**config.mk**
```make
export PLATFORM = sky130hd
export DESIGN_NAME = ps2_scancode_fifo
export DESIGN_NICKNAME = d
export VERILOG_FILES = /design/src/rtl/ps2_scancode_fifo.sv
export SDC_FILE = /design/constraint.sdc
export NUM_CORES = 1
export LEC_CHECK = 0
export ABC_AREA = 1
export CAP_MARGIN = 20
export CELL_PAD_IN_SITES_DETAIL_PLACEMENT = 0
export CELL_PAD_IN_SITES_GLOBAL_PLACEMENT = 1
export CORE_MARGIN = 2
export CORE_UTILIZATION = 40
export DETAILED_ROUTE_END_ITERATION = 10
export PLACE_DENSITY_LB_ADDON = 0.1
export SLEW_MARGIN = 20
export SYNTH_ARGS = -nofsm -noshare
export SYNTH_HDL_FRONTEND = slang
export SYNTH_SLANG_ARGS = --single-unit
export TNS_END_PERCENT = 5
```
**constraint.sdc**
```tcl
create_clock -name clk -period 2.2 [get_ports clk]
set_clock_uncertainty 0.05 [all_clocks]
set_input_delay 0.44 -clock clk [delete_from_list [all_inputs] [get_ports clk]]
set_output_delay 0.44 -clock clk [all_outputs]
set_load 0.01 [all_outputs]
```
**src/rtl/ps2_scancode_fifo.sv**
```systemverilog
// PS/2 scan-code-set-2 byte decoder feeding a small event FIFO popped by the 68k bus side.
// Latency: an event is written on the byte-strobe edge and shows at rd_data/empty the next cycle.
// Backpressure: none toward the keyboard; events arriving while full are dropped (sticky overflow).
//
// Ports:
//   clk, reset             clock, synchronous active-high reset
//   code_data, code_valid  received byte; each rising edge of code_valid is one new byte
//   rd_en                  pop head entry (no effect when empty)
//   rd_data                head entry {brk, ext, code[7:0]}, first-word-fall-through
//   empty, count           FIFO occupancy
//   overflow, kbd_err      sticky flags, cleared by flag_clr (a same-cycle set wins)
//   bat_ok                 one-cycle pulse on keyboard self-test pass (0xAA)
module ps2_scancode_fifo #(
  parameter int DEPTH = 8,
  parameter int AW    = 3
) (
  input  logic          clk,
  input  logic          reset,
  input  logic [7:0]    code_data,
  input  logic          code_valid,
  input  logic          rd_en,
  output logic [9:0]    rd_data,
  output logic          empty,
  output logic [AW:0]   count,
  output logic          overflow,
  output logic          kbd_err,
  output logic          bat_ok,
  input  logic          flag_clr
);

  localparam logic [2:0] ST_IDLE = 3'd0;
  localparam logic [2:0] ST_E0   = 3'd1;
  localparam logic [2:0] ST_F0   = 3'd2;
  localparam logic [2:0] ST_E0F0 = 3'd3;
  localparam logic [2:0] ST_SKIP = 3'd4;

  localparam logic [AW:0] FULL_CNT = (AW+1)'(DEPTH);

  logic [2:0]    state, state_nxt;
  logic [2:0]    skip_cnt, skip_nxt;
  logic          valid_prev;
  logic          new_byte;
  logic          evt_vld;
  logic [9:0]    evt_dat;
  logic          set_err;
  logic          set_bat;
  logic          is_ext;
  logic          is_brk;

  logic [9:0]    mem [DEPTH];
  logic [AW-1:0] wr_ptr;
  logic [AW-1:0] rd_ptr;
  logic          full;
  logic          wr_ok;
  logic          rd_ok;
  logic          ovf_set;

  // code_valid is a level; only its rising edge marks a new byte.
  assign new_byte = code_valid & ~valid_prev;

  assign is_ext = (state == ST_E0) || (state == ST_E0F0);
  assign is_brk = (state == ST_F0) || (state == ST_E0F0);

  // Prefix tracking and event formation for the byte seen this cycle.
  always_comb begin
    state_nxt = state;
    skip_nxt  = skip_cnt;
    evt_vld   = 1'b0;
    evt_dat   = '0;
    set_err   = 1'b0;
    set_bat   = 1'b0;
    if (new_byte) begin
      if (state == ST_SKIP) begin
        // Pause is E1 followed by 7 bytes that carry nothing useful.
        skip_nxt = skip_cnt - 3'd1;
        if (skip_cnt == 3'd1) begin
          state_nxt = ST_IDLE;
        end
      end else begin
        case (code_data)
          8'hE1: begin
            evt_vld   = 1'b1;
            evt_dat   = {2'b01, 8'hE1};
            skip_nxt  = 3'd7;
            state_nxt = ST_SKIP;
          end
          8'hE0: state_nxt = is_brk ? ST_E0F0 : ST_E0;
          8'hF0: state_nxt = is_ext ? ST_E0F0 : ST_F0;
          8'hAA: begin
            set_bat   = 1'b1;
            state_nxt = ST_IDLE;
          end
          8'hFA, 8'hEE, 8'hFE: state_nxt = ST_IDLE;
          8'h00, 8'hFF: begin
            set_err   = 1'b1;
            state_nxt = ST_IDLE;
          end
          default: begin
            evt_vld   = 1'b1;
            evt_dat   = {is_brk, is_ext, code_data};
            state_nxt = ST_IDLE;
          end
        endcase
      end
    end
  end

  always_ff @(posedge clk) begin
    if (reset) begin
      state      <= ST_IDLE;
      skip_cnt   <= 3'd0;
      // A level already high through reset must not count as a fresh byte.
      valid_prev <= 1'b1;
      bat_ok     <= 1'b0;
    end else begin
      state      <= state_nxt;
      skip_cnt   <= skip_nxt;
      valid_prev <= code_valid;
      bat_ok     <= set_bat;
    end
  end

  // A pop in the same cycle frees the slot a full FIFO needs for the write.
  assign full    = (count == FULL_CNT);
  assign empty   = (count == '0);
  assign rd_ok   = rd_en & ~empty;
  assign wr_ok   = evt_vld & (~full | rd_en);
  assign ovf_set = evt_vld & ~wr_ok;
  assign rd_data = mem[rd_ptr];

  always_ff @(posedge clk) begin
    if (wr_ok) begin
      mem[wr_ptr] <= evt_dat;
    end
  end

  always_ff @(posedge clk) begin
    if (reset) begin
      wr_ptr   <= '0;
      rd_ptr   <= '0;
      count    <= '0;
      overflow <= 1'b0;
      kbd_err  <= 1'b0;
    end else begin
      if (wr_ok) begin
        wr_ptr <= wr_ptr + AW'(1);
      end
      if (rd_ok) begin
        rd_ptr <= rd_ptr + AW'(1);
      end
      case ({wr_ok, rd_ok})
        2'b10:   count <= count + (AW+1)'(1);
        2'b01:   count <= count - (AW+1)'(1);
        default: count <= count;
      endcase
      // Setting events take priority over a same-cycle clear.
      if (ovf_set) begin
        overflow <= 1'b1;
      end else if (flag_clr) begin
        overflow <= 1'b0;
      end
      if (set_err) begin
        kbd_err <= 1'b1;
      end else if (flag_clr) begin
        kbd_err <= 1'b0;
      end
    end
  end

endmodule

```
==> summary.md, run 1 <==
| Metric | Value |
|---|---|
| Cell area after synthesis | 0.00445 mm² |
| Failing checks | negative setup slack |
| Leakage | 2.33 nW |
| DRC | 0 |
| Core area | 0.0108 mm² |
| Worst Path Arrival | 1730 ps |
| Root Buffer | clkbuf_8 |
| Register area share after synthesis | 64.4% |
| GRT overflow | 0 |
| Site Rows | 38 |
| Unique masters post-synth | 30 |
| RSZ-0062 raised after global routing | yes |
| DRT iter0 DRCs | 165 |
| GRT met2 Usage | 31.0% |
| Worst min path class | reg -> reg |
| First-pass GRT wire length | 15.8 mm |
| Clock transition at the registers of the reported paths | 110 ps |
| Fin crit period | 2220 ps |
| Clock Power Share | 20.2% |
| Rel. slew slack | 72.2% |
| Leading cell type in the layout, fill and taps excluded | nor2_1 |
| Commonest cells after routing, fill and taps aside | nor2_1, edfxtp_1, nand2_1, buf_4, inv_1 |
| Die area | 0.0120 mm² |
| Peak VDD IR | 0.498 mV |
| Mapped Avg Cell Area | 10.4 µm² |
| CP Launch Type | flip-flop |
| CTS Hold Bufs | 0 |
| Max Root-Sink Buffers | 2 |
| Most common cell on crit path | nand2_1 |
| Share of power burned in registers | 40.8% |
| Synth Net Count | 449 |
| Total clock buffers created by CTS | 9 |
| Final Cycle Share | 101% |
| DIE HEIGHT | 109 µm |
| Fin. max-slew vios | 0 |
| Layout fillers | 986 |
| Crit Path Class | reg -> out |
| H-tree levels | 3 |
| Setup Total Neg Slack | -34.5 ps |
| Post-placement cell area | 0.00539 mm² |
| Net switching power | 1.82 mW |
| Clk sink count | 103 |
| Worst Tran Pin Value | 416 ps |
| Share of post-route cells with drive strength above 1 | 24.8% |
| Placed cell count | 643 |
| Antenna violations before repair | 0 |
| Routed WL | 10.2 mm |
| Routed Antenna Nets | 0 |
| Layout Cells excl Fill | 665 |
| Synthesis warning total | 0 |
| GRT Total Usage | 17.8% |
| Final hold viol count | 0 |
| Area Overhead vs Synth | 30.8% |
| Met3 Resource Use GR | 3.14% |
| GR peak layer | met2 |
| GR Util met1 | 23.0% |
| Avg Vias per Cell | 4.98 |
| Avg WL per Cell | 15.3 µm |
| Gate power share | 39.0% |
| Worst-path fanout max | 18 |
| Int Power | 3.65 mW |
| Post-DP HPWL | 6.87 mm |
| Worst-path cell chain | inv_4, buf_12, nor2_1, o32ai_2, nand2_1, nand2_1, clkdlybuf4s15_2 |
| Mapped Cells | 429 |
| #FFs+latches synth | 103 |
| Pwr/cell area | 941 mW/mm² |
| Max stage delay on crit path | 410 ps |
| MaxCap Viol Count | 0 |
| CTS tree | built |
| Max stage delay cell, worst path | dfxtp_4 |
| Sw Share | 33.3% |
| Finished Cell Area | 0.00581 mm² |
| Starting density of the core | 41.0% |
| I/O pin count | 31 |
| Final count of negative-setup-slack endpoints | 2 |
| Vias in the first global route | 3092 |
| Placer congestion estimate | 0.798 |
| Final #Nets | 540 |
| Crit. End Element | output pin |
| TritonRoute pass-1 iters | 6 |
| Required @ worst endpoint | 1710 ps |
| IO buf count | 30 |
| Worst Setup Slack, final | -18.0 ps |
| ANT cells | 0 |
| Die X | 109 µm |
| Achievable Freq | 451 MHz |
| Skew-Pair Late Insertion Delay | 360 ps |
| Largest net degree at the start of global routing | 41 |
| Status | finished, violations left |
| Via count | 3310 |
==> path summary, 6_finish.rpt <==
path,from,endpoint,slack (ps),cells past startpoint
worst max-delay path,flip-flop,rd_data[4],-20,7
worst max register to register,state[0]$_SDFFE_PP0P_,count[2]$_SDFFE_PP0P_,120,14
worst min register to register,rd_ptr[2]$_SDFFE_PP0P_,flip-flop,400,1
worst min-delay path,rd_ptr[2]$_SDFFE_PP0P_,flip-flop,400,1
==> Yosys cell counts, drive strengths merged <==
| cell | count | share of area [%] |
|---|---|---|
| dfxtp | 23 | 10 |
| a21oi | 12 | 1.4 |
| o21ai | 29 | 3.3 |
| nor2 | 101 | 9.1 |
| xor2 | 5 | 0.99 |
| edfxtp | 80 | 54 |
| nand2 | 76 | 6.6 |
| nand3 | 13 | 1.7 |
| ha | 7 | 2.0 |
| nand3b | 1 | 0.17 |
| clkbuf | 14 | 1.2 |
| nand4 | 5 | 1.0 |
| a22oi | 1 | 0.17 |
| o32ai | 20 | 3.9 |
| xnor2 | 1 | 0.20 |
| clkinv | 2 | 0.20 |
| inv | 33 | 2.8 |
| nor3 | 3 | 0.45 |
| a31oi | 2 | 0.28 |
| or2 | 1 | 0.14 |
==> metrics by stage <==
step           util [%]  setup WS (ps)  hold slack (ps)  power [mW]
2_1_floorplan         -           3.19              362        3.27
3_3_place_gp       49.7           -465              377        4.15
3_5_place_dp       49.7           -507              389        4.17
4_1_cts            52.5          -52.7              407        5.40
5_1_grt            53.6           -205              425        5.80
6_report           53.6          -18.0              402        5.47
==> kinds of logic (layout without fill, tap and decap cells) <==
family	count (synthesis)	count (layout)	synth area share, %
AO/OA/AOI/OAI	64	64	9.09
XOR/XNOR	6	6	1.18
adder cells (fa/ha/maj)	7	7	1.97
buffers and inverters	49	145	4.17
flip-flops	103	103	64.4
AND/OR/NAND/NOR	200	200	19.2
==> layer usage <==
metal  wire [µm]  up-vias
li1            -     1652
met1        4550     1595
met2        5230       54
met3         314        9
met4         106        0
met5           0        -
==> what timing repair did <==
item,in CTS,in global routing
pin swaps,12,6
resized for setup,65,26
cloned,2,0
setup endpoints to repair,76,117
setup buffers,3,1
==> power groups by stage <==
stage / Sequential (mW) / Combinational, mW / Clock, mW
2_1_floorplan: 2.27 / 0.998 / 0
3_5_place_dp: 2.25 / 1.91 / 0
3_3_place_gp: 2.25 / 1.90 / 0
5_1_grt: 2.24 / 2.36 / 1.20
4_1_cts: 2.23 / 2.04 / 1.13
6_report: 2.23 / 2.13 / 1.11
==> registers in the layout, summed over array words and instances, names as in the netlist, named ones only <==
signal,cells
mem,80
skip_cnt,3
state,3
overflow,1
kbd_err,1
valid_prev,1
rd_ptr,3
wr_ptr,3
bat_ok,1
count,4
==> final cells by class <==
| cell class | count | area [µm²] | area share, % |
|---|---|---|---|
| clock buffers | 10 | 128 | 2.20 |
| repair buffers | 94 | 890 | 15.3 |
| well taps | 140 | 175 | 3.01 |
| inverters | 35 | 135 | 2.32 |
| clock inverters | 6 | 48.8 | 0.839 |
| multi-input cells | 277 | 1570 | 27.0 |
| flip-flops and latches | 103 | 2870 | 49.3 |
==> worst max-delay path, delay by kind of cell, from the launching register on <==
family | cells | cell delay [ps]
compound gates | 1 | 240
buf+inv | 3 | 480
flops | 1 | 410
simple gates | 3 | 240
Note: power is estimated with default switching activity, not from simulation.
==> run 2, diff against run 1 <==
SETUP_SLACK_MARGIN = 0.05   (was not set)
==> summary.md, run 2 (same netlist as run 1, synthesis figures left out) <==
| Metric | Value |
|---|---|
| MaxCap Viol Count | 0 (unchanged) |
| Buf+Inv Stages, Crit Path | 3 (unchanged) |
| Skew-Pair Late Insertion Delay | 360 ps (about the same) |
| GRT Total Usage | 17.6% (-0.21 points) |
| Share of post-route cells with drive strength above 1 | 28.4% (+3.6 points) |
| Max Root-Sink Buffers | 2 (unchanged) |
| RSZ-0062 raised after global routing | yes |
| Share of power burned in registers | 39.5% (-1.3 points) |
| Leading cell type in the layout, fill and taps excluded | nor2_1 |
| Clock Power Share | 19.3% (-0.9 points) |
| Peak VDD IR | 0.496 mV (-0.45%) |
| Hold path startpoint | code_valid |
| Gate power share | 41.2% (+2.2 points) |
| Site Rows | 38 (unchanged) |
| Worst Path Arrival | 1650 ps (-80 ps) |
| Total clock buffers created by CTS | 9 (unchanged) |
| Placer congestion estimate | 0.795 (-0.34%) |
| Int Power | 3.77 mW (+3.3%) |
| Die X | 109 µm (unchanged) |
| Crit. End Element | output pin |
| Biggest registers after layout | mem (80), count (4) |
| Status | finished clean |
| Commonest cells after routing, fill and taps aside | nor2_1, edfxtp_1, nand2_1, buf_4, inv_1 |
| Final hold viol count | 0 (unchanged) |
| Worst-path cell chain | buf_6, buf_8, nor2_2, o32ai_2, nand2_1, nand2_1, buf_2 |
| Final count of negative-setup-slack endpoints | 0 (-2) |
| Via count | 3280 (-0.91%) |
| Fin crit period | 2140 ps (-73.1 ps) |
| Required @ worst endpoint | 1710 ps (about the same) |
| Largest register FFs | 80 (unchanged) |
| Power, Total | 5.64 mW (+3.1%) |
| Root Buffer | clkbuf_8 |
| Antenna violations before repair | 0 (unchanged) |
| Worst-path fanout max | 8 (-10) |
| H-tree levels | 3 (unchanged) |
| Sw Share | 33.1% (-0.15 points) |
| Area Overhead vs Synth | 33.8% |
| Starting density of the core | 41.0% (unchanged) |
| Avg WL per Cell | 15.2 µm (-0.80%) |
| Routed Antenna Nets | 0 (unchanged) |
| DRT iter0 DRCs | 169 (+2.4%) |
| Fin. max-slew vios | 0 (unchanged) |
| First-pass GRT wire length | 15.7 mm (-0.62%) |
| CP Launch Type | flip-flop |
| GRT overflow | 0 (unchanged) |
| Rel. slew slack | 72.1% (about the same) |
| Most common cell on crit path | nand2_1 |
| DIE HEIGHT | 109 µm (unchanged) |
| Vias in the first global route | 3033 (-1.9%) |
| Clock transition at the registers of the reported paths | 90 ps (-20 ps) |
| Reg2reg start | state[0]$_SDFFE_PP0P_ |
| IO buf count | 30 (unchanged) |
| Largest net degree at the start of global routing | 41 (unchanged) |
| Max stage delay on crit path | 430 ps (+20 ps) |
| ANT cells | 0 (unchanged) |
| Achievable Freq | 466 MHz (+3.4%) |
| Worst min path class | in -> reg |
| Max stage delay cell, worst path | dfxtp_4 |
| Register Area | 0.00287 mm² (about the same) |
| I/O pin count | 31 (unchanged) |
| Avg Vias per Cell | 4.93 (-0.91%) |
| TritonRoute pass-1 iters | 4 (-2) |
| DRC | 0 (unchanged) |
| Crit Path Class | reg -> out |
| Cell family with most CP delay | flip-flops |
| Worst r2r path cells | 14 (unchanged) |
| WHS Endpoint | valid_prev$_SDFF_PP1_ |
| CTS tree | built |
| Worst hold path cell count | 2 (+1) |
| Die area | 0.0120 mm² (unchanged) |
| Routed WL | 10.1 mm (-0.80%) |
| CTS Hold Bufs | 0 (unchanged) |
| Layout fillers | 956 (-3.0%) |
| Core area | 0.0108 mm² (unchanged) |
| Final Cycle Share | 97.5% (-3.3 points) |
| Post-DP HPWL | 6.62 mm (-3.6%) |
| Pwr/cell area | 948 mW/mm² (+0.79%) |
| Leakage | 2.44 nW (+4.7%) |
| Multi-input gate area | 0.00162 mm² (+3.0%) |
| Register name with the most flops | mem |
| R2R Setup Slk | 160 ps (+40 ps) |
| WHS | 265 ps (-137 ps) |
| RR Endpoint | count[2]$_SDFFE_PP0P_ |
| Net switching power | 1.87 mW (+2.6%) |
| Clk sink count | 103 (unchanged) |
| Final #Nets | 540 (unchanged) |
| Worst Tran Pin Value | 417 ps (+0.978 ps) |
run 2: cell types whose count changed in the layout (fill, tap and decap cells not counted), sizes merged:
cell / previous run / this run
clkdlybuf4s50: 14 / 11
clkinvlp: 1 / 0
clkinv: 3 / 4
buf: 70 / 72
dlygate4sd2: 7 / 0
clkdlybuf4s15: 3 / 1
bufbuf: 0 / 1
inv: 37 / 38
dlymetal6s2s: 0 / 8
run 2: power by group through the flow:
stage / registers (mW) / clock network [mW] / logic, mW
4_1_cts: 2.22 / 1.12 / 2.10
2_1_floorplan: 2.27 / 0 / 1.00
6_report: 2.23 / 1.09 / 2.33
3_5_place_dp: 2.25 / 0 / 1.86
3_3_place_gp: 2.25 / 0 / 1.86
5_1_grt: 2.24 / 1.18 / 2.54
run 2: how the worst max path moves through the flow:
stage / start / end / slack, ps / cells past startpoint
after floorplan: code_valid / count[2]$_SDFFE_PP0P_ / 50 / 14
after global placement: code_data[6] / count[1]$_SDFFE_PP0P_ / -430 / 12
after detailed placement: code_data[6] / count[2]$_SDFFE_PP0P_ / -490 / 14
after CTS: code_data[3] / count[2]$_SDFFE_PP0P_ / -70 / 13
after global routing: flip-flop / rd_data[9] / -20 / 7
final: flip-flop / rd_data[9] / 60 / 7
run 2: layer usage:
layer  GRT usage, %  vias up  wire (µm)
li1               -     1658          -
met1           24.3     1564       4680
met2           28.4       52       5010
met3           2.67        6        328
met4           6.42        0        103
met5              0        -          0
run 2: worst register-to-register path, cell delays in order, from the launching register on:
cell and delay [ps]:
dfxtp_2 350, nor2_1 50, nand2_1 110, nand2_2 80, clkinv_2 70, nand2_2 60, nor2_4 150, nand3_4 110
ha_4 190, xor2_2 170, ha_2 180, a21oi_2 110, xnor2_1 80, o21ai_1 120, inv_1 50
run 2: final cells by class:
cell class / instances / share of cell area [%]
clock inverter: 7 / 0.905
inverter: 35 / 2.36
clock buffer: 9 / 2.08
multi-input combinational: 277 / 27.2
timing repair buffer: 94 / 16.3
tap: 140 / 2.95
sequential: 103 / 48.2
run 2: stage by stage:
step                util [%]  instances  instance area (µm²)  setup slack (ps)  setup TNS, ps
finish                  54.9        665                 5950              55.2              0
global route            54.9        665                 5950             -21.5          -62.2
global placement        49.6        639                 5380              -433         -52280
floorplan                  -        429                 4470              51.1              0
CTS                     53.1        660                 5750             -71.4           -338
detailed placement      49.6        639                 5380              -490         -58170
run 2: repair_timing:
action                                  in CTS  in global routing
endpoints found under the setup margin     125                154
buffers inserted                             2                  4
cloned                                       3                  1
resized for setup                           65                 56
pin swaps                                    9                 36
==> run 3, diff against run 2 <==
CORE_UTILIZATION = 42   (was 40)
==> summary.md, run 3 (same netlist as run 1, synthesis figures left out) <==
| Metric | Value |
|---|---|
| R2R Setup Slk | 220 ps (+60 ps) |
| Layout Cells excl Fill | 669 (+0.60%) |
| Clock transition at the registers of the reported paths | 100 ps (about the same) |
| CP Launch Type | flip-flop |
| Final Cycle Share | 101% (+4.0 points) |
| Worst-path fanout max | 6 (-2) |
| Placed cell count | 637 (-0.31%) |
| DRC | 0 (unchanged) |
| Required @ worst endpoint | 1710 ps (about the same) |
| GRT Total Usage | 18.8% (+1.1 points) |
| Leakage | 2.46 nW (+1.1%) |
| GRT overflow | 0 (unchanged) |
| Leading cell type in the layout, fill and taps excluded | nor2_1 |
| I/O pin count | 31 (unchanged) |
| Clk sink count | 103 (unchanged) |
| Worst Path Arrival | 1740 ps (+90 ps) |
| Worst min path class | in -> reg |
| Largest net degree at the start of global routing | 41 (unchanged) |
| Final #Nets | 549 (+1.7%) |
| Most common cell on crit path | buf_6 |
| Final hold viol count | 0 (unchanged) |
| Vias in the first global route | 3203 (+5.6%) |
| Worst-path cell chain | buf_6, buf_12, buf_16, nor2_1, o32ai_1, nand2_1, nand2_2, buf_6 |
| Starting density of the core | 43.1% (+2.1 points) |
| Buf+Inv Stages, Crit Path | 4 (+1) |
| Pwr/cell area | 969 mW/mm² (+2.2%) |
| Multi-input gate area | 0.00164 mm² (+1.2%) |
| H-tree levels | 3 (unchanged) |
| IO buf count | 30 (unchanged) |
| Share of post-route cells with drive strength above 1 | 29.8% (+1.5 points) |
| Max stage delay cell, worst path | dfxtp_4 |
| Failing checks | negative setup slack |
| MaxCap Viol Count | 0 (unchanged) |
| Fin. max-slew vios | 0 (unchanged) |
| Commonest cells after routing, fill and taps aside | nor2_1, edfxtp_1, nand2_1, buf_4, inv_1 |
| Worst Setup Slack, final | -33.0 ps (-88.1 ps) |
| Placer congestion estimate | 0.805 (+1.3%) |
| Cell family with most CP delay | flip-flops |
| Largest register FFs | 80 (unchanged) |
| Die area | 0.0114 mm² (-4.6%) |
| Total clock buffers created by CTS | 9 (unchanged) |
| CTS tree | built |
| Post-DP HPWL | 6.74 mm (+1.8%) |
| Fin crit period | 2230 ps (+88.1 ps) |
| Rel. slew slack | 60.6% (-12 points) |
| Layout fillers | 892 (-6.7%) |
| Die X | 107 µm (-2.3%) |
| Crit. End Element | output pin |
| Skew-Pair Late Insertion Delay | 370 ps (about the same) |
| Avg WL per Cell | 15.4 µm (+1.5%) |
| Crit Path Class | reg -> out |
| Register name with the most flops | mem |
| Register Area | 0.00287 mm² (unchanged) |
| DIE HEIGHT | 107 µm (-2.3%) |
| Avg Vias per Cell | 5.07 (+2.9%) |
| Worst Tran Pin Value | 588 ps (+171 ps) |
| RSZ-0062 raised after global routing | yes |
| Peak VDD IR | 0.665 mV (+34%) |
| ANT cells | 0 (unchanged) |
| Max stage delay on crit path | 440 ps (about the same) |
| Final count of negative-setup-slack endpoints | 1 (+1) |
| Antenna violations before repair | 0 (unchanged) |
| First-pass GRT wire length | 16.1 mm (+3.0%) |
| Root Buffer | clkbuf_8 |
| Site Rows | 37 (-2.6%) |
| WHS | 251 ps (-14.1 ps) |
| DRT iter0 DRCs | 170 (+0.59%) |
| Routed Antenna Nets | 0 (unchanged) |
| Status | finished, violations left |
| TritonRoute pass-1 iters | 4 (unchanged) |
| Area Overhead vs Synth | 34.9% |
| Achievable Freq | 448 MHz (-3.9%) |
| Max Root-Sink Buffers | 2 (unchanged) |
| Biggest registers after layout | mem (80), count (4) |
| Via count | 3395 (+3.5%) |
| Routed WL | 10.3 mm (+2.1%) |
| Core area | 0.0103 mm² (-4.8%) |
[run 3: stage by stage]
step / setup TNS, ps / utilization (%) / power, mW / area [µm²] / worst slack, ps
after global placement: -53020 / 51.6 / 4.04 / 5320 / -483
after detailed placement: -57400 / 51.6 / 4.06 / 5320 / -520
after global routing: -223 / 58.1 / 6.10 / 6000 / -70.5
after floorplan: 0 / - / 3.28 / 4470 / 51.1
after CTS: -79.0 / 56.3 / 5.66 / 5820 / -31.5
final: -33.0 / 58.1 / 5.81 / 6000 / -33.0
[run 3: worst paths after layout]
check	startpoint	to	depth (start not counted)
max	flip-flop	rd_data[5]	8
min reg2reg	rd_ptr[2]$_SDFFE_PP0P_	flip-flop	1
min	code_valid	valid_prev$_SDFF_PP1_	2
max reg2reg	state[0]$_SDFFE_PP0P_	count[2]$_SDFFE_PP0P_	14
[run 3: per-layer routing]
metal  GRT usage [%]  share of wire, %
met1            24.7                43
met2            31.3                51
met3            2.92               4.7
met4            7.33               1.3
met5               0                 0
[run 3: repair_timing]
action                                  in CTS  in global routing
buffers inserted                             7                  6
hold endpoints to repair                     0                  0
resized for setup                           86                 41
hold buffers                                 0                  0
endpoints found under the setup margin      96                149
cloned                                       4                  0
pin swaps                                   15                 16
[run 3: power breakdown]
part | switching, mW | internal, mW | total (mW)
registers | 0.0828 | 2.16 | 2.24
logic | 1.16 | 1.23 | 2.39
clock network | 0.654 | 0.527 | 1.18
[run 3: layout make-up]
class / instances / share of cell area, %
Tap cell: 136 / 2.84
Clock inverter: 6 / 1.19
Multi-Input combinational cell: 277 / 27.3
Inverter: 35 / 2.29
Sequential cell: 103 / 47.8
Timing Repair Buffer: 103 / 16.5
Clock buffer: 9 / 2.07
[run 3: worst reg2reg max path: cells and delay by family, from the launching register on]
family	cells	cell delay, ps
AND/OR/NAND/NOR	6	530
flip-flops	1	350
XOR/XNOR	2	270
AO/OA/AOI/OAI	2	240
adder cells (fa/ha/maj)	2	370
buffers and inverters	2	90
